**src/rtl/multdiv_sched.sv**
```systemverilog
// multdiv_sched: tracks mul/div ops as they move through the multdiv datapath.
// It holds per-stage valid/rd/is_div, raises bypass and WAW hazards, reports
// in-flight divides for bex, and drives the writeback request from the last stage.
module multdiv_sched #(
  parameter int LAT = 16
) (
  input  logic           clock,
  input  logic           reset,
  input  logic           issue_valid,
  input  logic           issue_is_div,
  input  logic [4:0]     issue_rd,
  input  logic [4:0]     x_rd,
  input  logic [4:0]     x_rs,
  input  logic [4:0]     x_rt,
  input  logic           x_reads_rd,
  input  logic           x_reads_rs,
  input  logic           x_reads_rt,
  input  logic           x_is_bex,
  input  logic           wb_free,
  output logic           issue_ready,
  output logic           md_start,
  output logic           md_freeze,
  output logic [LAT:0]   busy_stage,
  output logic [LAT:0]   bp_req,
  output logic           data_req,
  output logic           exc_piped,
  output logic           wait_exc,
  output logic           wb_valid,
  output logic [4:0]     wb_rd,
  output logic           wb_is_div,
  output logic [4:0]     occupancy
);

  logic [LAT:0]      valid_q, valid_d;
  logic [LAT:0][4:0] rd_q, rd_d;
  logic [LAT:0]      is_div_q, is_div_d;
  logic [4:0]        occ_q, occ_d;

  logic freeze;
  logic waw;
  logic accept;
  logic retire;
  logic exc_any;
  logic [LAT:0] bp_hit;

  // The last stage can only leave when the writeback port is free; otherwise
  // the whole tracker and the datapath hold.
  assign freeze      = valid_q[LAT] & ~wb_free;
  assign retire      = valid_q[LAT] & wb_free;
  assign issue_ready = ~freeze & ~waw;
  assign accept      = issue_valid & issue_ready;

  // Hazard scan across every stage: WAW for the issuing op, RAW for X, divides in flight.
  always_comb begin
    waw     = 1'b0;
    exc_any = 1'b0;
    bp_hit  = '0;
    for (int s = 0; s <= LAT; s++) begin
      if (valid_q[s] && (rd_q[s] == issue_rd) && (issue_rd != 5'd0)) begin
        waw = 1'b1;
      end
      if (valid_q[s] && is_div_q[s]) begin
        exc_any = 1'b1;
      end
      if (valid_q[s] && (rd_q[s] != 5'd0) &&
          ((x_reads_rd && (x_rd == rd_q[s])) ||
           (x_reads_rs && (x_rs == rd_q[s])) ||
           (x_reads_rt && (x_rt == rd_q[s])))) begin
        bp_hit[s] = 1'b1;
      end
    end
  end

  // Shift every stage forward unless frozen; stage 0 takes the accepted op or a bubble.
  always_comb begin
    valid_d  = valid_q;
    rd_d     = rd_q;
    is_div_d = is_div_q;
    if (!freeze) begin
      for (int s = LAT; s > 0; s--) begin
        valid_d[s]  = valid_q[s-1];
        rd_d[s]     = rd_q[s-1];
        is_div_d[s] = is_div_q[s-1];
      end
      valid_d[0]  = accept;
      rd_d[0]     = accept ? issue_rd : 5'd0;
      is_div_d[0] = accept & issue_is_div;
    end
  end

  // Occupancy moves by one on accept or retire and stays put when both or neither happen.
  always_comb begin
    occ_d = occ_q;
    if (accept && !retire) begin
      occ_d = occ_q + 5'd1;
    end else if (!accept && retire) begin
      occ_d = occ_q - 5'd1;
    end
  end

  // Stage and occupancy registers; reset drops every in-flight op without writeback.
  always_ff @(posedge clock or posedge reset) begin
    if (reset) begin
      valid_q  <= '0;
      rd_q     <= '0;
      is_div_q <= '0;
      occ_q    <= '0;
    end else begin
      valid_q  <= valid_d;
      rd_q     <= rd_d;
      is_div_q <= is_div_d;
      occ_q    <= occ_d;
    end
  end

  // The start pulse is masked during reset so nothing launches while state is held clear.
  assign md_start   = accept & ~reset;
  assign md_freeze  = freeze;
  assign busy_stage = valid_q;
  assign bp_req     = bp_hit;
  assign data_req   = |bp_hit[LAT-1:0];
  assign exc_piped  = exc_any;
  assign wait_exc   = exc_any & x_is_bex;
  assign wb_valid   = retire;
  assign wb_rd      = valid_q[LAT] ? rd_q[LAT] : 5'd0;
  assign wb_is_div  = valid_q[LAT] & is_div_q[LAT];
  assign occupancy  = occ_q;

endmodule

```
**config.mk**
```make
export PLATFORM = sky130hd
export DESIGN_NAME = multdiv_sched
export DESIGN_NICKNAME = d
export VERILOG_FILES = /design/src/rtl/multdiv_sched.sv
export SDC_FILE = /design/constraint.sdc
export NUM_CORES = 1
export LEC_CHECK = 0
export ABC_CLOCK_PERIOD_IN_PS = 6700
export CAP_MARGIN = 20
export CELL_PAD_IN_SITES_DETAIL_PLACEMENT = 0
export CELL_PAD_IN_SITES_GLOBAL_PLACEMENT = 1
export CORE_MARGIN = 8
export CORE_UTILIZATION = 35
export DETAILED_ROUTE_END_ITERATION = 10
export HOLD_SLACK_MARGIN = 0.06
export PLACE_DENSITY_LB_ADDON = 0.15
export SLEW_MARGIN = 20
export SYNTH_ARGS = -nofsm -noshare
export SYNTH_HDL_FRONTEND = slang
export SYNTH_SLANG_ARGS = --single-unit
```
**constraint.sdc**
```tcl
create_clock -name clock -period 6.7 [get_ports clock]
set_input_delay 1.34 -clock clock [delete_from_list [all_inputs] [get_ports clock]]
set_output_delay 1.34 -clock clock [all_outputs]
set_load 0.01 [all_outputs]
```
==> reports/summary.txt <==
Syn Area/Cell = 8.110 sq um
Synth Area in Adders = 0.7123%
Reg clk slew, reported paths = 0.06 ns
reg2reg path depth = 15
main combinational cell family by area after synthesis = XOR/XNOR gates
Via density = 5.066
Initial Util = 35.51%
DRT iter0 DRCs = 632
clk sinks = 124
die area = 0.03373 sq mm
I/O pins = 81
drt total wl = 33.17 mm
post-synthesis net count = 1247
Clk Latency, worst-skew pair = 0.42 ns
ys flop type = dfrtp_1
Synth Area in Simple Gates = 23.91%
nets = 1215
critical path capture point type = output pin
Final setup violation count = 0
Pleak = 5.334 nW
core box area = 0.02771 sq mm
CTS tree = yes
Met1 Wirelength = 15.37 mm
WL/cell = 21.10 microns
initial antenna violation count = 0
mux share of post-synthesis cell area = 0.1145%
Tot GR Track Use = 20.13%
Worst Setup Path Type = in2out
startpoint of the worst hold path = is_div_q[16]
register area share after synthesis = 31.54%
WHS Path Cells = 2
max layer used = met4
CTS buffer count = 17
setup TNS = 0 ns
layout cells sized above 1 = 5.946%
Hold Vio Cnt, Final = 0
Syn Inst Count = 1213
fin. max-slew vios = 0
Setup Skew = 0.01233 ns
setup repair after global routing missed its margin = no
Ys Warns = 0
# DRC = 0
reg-to-reg endpoint = occupancy[4]
WHS Endpoint = is_div_q[16]
r2r setup slk = 2.91 ns
Synth Area in Compound Gates = 3.943%
Area growth syn-to-layout = 12.19%
Max Clk Rate = 0.1718 GHz
CP max-delay cell = clkdlybuf4s50_1
wire length on met2 = 15.33 mm
fin crit period = 5.819 ns
Post-Syn Area = 0.009837 sq mm
max cap viols = 0
Port Buffers = 80
Reg-to-Reg Start = rd_q[71]
status = finished clean
total grt overflow = 0
Power Dens Cells = 421.1 mW/mm^2
HPWL Detailed = 22.50 mm
diode count = 0
Worst path most repeated cell = clkdlybuf4s50_1
post-CTS sizing = 0
Cell variety after synth = 38
peak supply drop = 0.1308 mV
Slew HR = 31.18%
Die Ht = 183.6 microns
RePlAce Congestion = 0.8659
# hold bufs at CTS = 0
FFs w/ async S/R, synth = 100.0%
std cell rows = 61
Crit Path Max Fanout = 13
commonest cells after routing, fill and taps aside = nand2_1 (337), xor2_1 (272), dfrtp_1 (124)
post-synthesis register bit count = 124
Worst Path Required = 5.36 ns
Min-Delay Path Class = reg2reg
number of synthesized flops with an enable pin = 0
critical path launch point type = input port
worst slew pin tran = 1.032 ns
largest net degree at the start of global routing = 90
ANT nets after route = 0
routed wire length on met3 = 1.610 mm
DR pass1 iterations = 7
CTS H-tree lvls = 4
first-pass GRT wire length = 51.99 mm
Clock Tree Root = clkbuf_16
vias in the first global route = 8089
Vias = 7963
Synth Area in XOR/XNOR = 30.87%
die width = 183.6 microns
Hold WS = 0.4566 ns
setup bufs post-CTS = 0
most common cell after layout, fill and taps aside = nand2_1
cells along the critical path = clkdlybuf4s50_1, xor2_1, nor4_1, nand3_1, a31oi_1, or4_1, nor2_1, nand4_1, clkdlybuf4s50_1
WP data arrival = 4.48 ns
clock buffer depth = 2
Final Cycle Share = 86.86%
CP peak stage delay = 1.10 ns
==> Yosys cell counts (5+ instances only) <==
cell        n  area share (%)
nor4_1     69             4.4
nand3_1    65             3.3
and3_1      5            0.32
buf_4      11            0.84
buf_2      89             4.5
a32o_1      5            0.51
o21ai_0    15            0.76
clkbuf_1   47             1.8
and2_1     10            0.64
or4_1      20             1.5
xor2_1    272              24
a31oi_1    17             1.1
xnor2_1    71             6.3
dfrtp_1   124              32
nand2_1   337              13
buf_6       6            0.69
==> flip-flops by register name (all words and copies together) (netlist names) <==
| name | count |
|---|---|
| occupancy | 5 |
| busy_stage | 17 |
| rd_q | 85 |
| is_div_q | 17 |
==> metal layers <==
layer	vias to the layer above	global-route usage, %
met4	0	7.027
met5	-	0
met1	3888	27.26
met2	215	31.78
met3	39	3.617
li1	3821	-
==> worst max-delay path: cells and delay by family <==
| family | cells | cell delay (ns) |
|---|---|---|
| compound gates | 1 | 0.14 |
| buf+inv | 2 | 1.59 |
| xor+xnor | 1 | 0.20 |
| simple gates | 5 | 1.20 |
==> worst max-delay path by stage <==
stage	from	endpoint	slack (ns)	cells past startpoint
floorplan	reset	md_start	0.93	2
global placement	x_rs[4]	data_req	0.92	9
detailed placement	x_rs[1]	data_req	0.92	9
CTS	x_rs[1]	data_req	0.91	9
global route	x_rd[3]	data_req	0.75	10
finish	x_rs[1]	data_req	0.88	9
==> stage by stage <==
step | power [mW] | cell area (sq um) | instances | util (%) | setup slack (ns)
detailed placement | 3.759 | 10470 | 1540 | 37.80 | 0.9240
CTS | 4.697 | 11040 | 1572 | 39.83 | 0.9082
floorplan | 3.130 | 9837 | 1213 | - | 0.9317
finish | 4.647 | 11040 | 1572 | 39.83 | 0.8807
global route | 5.017 | 11040 | 1572 | 39.83 | 0.7466
global placement | 3.742 | 10470 | 1540 | 37.80 | 0.9194
==> report_power, final <==
group / internal (mW) / switching [mW] / total (mW) / leakage, nW
registers: 1.05 / 0.838 / 1.89 / 1.63
logic: 0.962 / 0.876 / 1.84 / 3.44
clock network: 0.498 / 0.419 / 0.918 / 0.267
==> cell type report <==
| type | instances | area, sq um |
|---|---|---|
| Timing Repair Buffer | 108 | 1011 |
| Multi-Input combinational cell | 926 | 5866 |
| Clock inverter | 14 | 125.1 |
| Clock buffer | 18 | 439.2 |
| Inverter | 4 | 18.77 |
| Sequential cell | 124 | 3103 |
| Fill cell | 2844 | 16670 |
| Tap cell | 378 | 473.0 |
==> kinds of logic (layout without fill, tap and decap cells) <==
group	count (synthesis)	in the layout
simple gates	519	519
xor+xnor	345	345
buf+inv	163	144
flops	124	124
compound gates	56	56
fa+ha+maj	5	5
mux	1	1
Power figures use the tool's default switching activity.
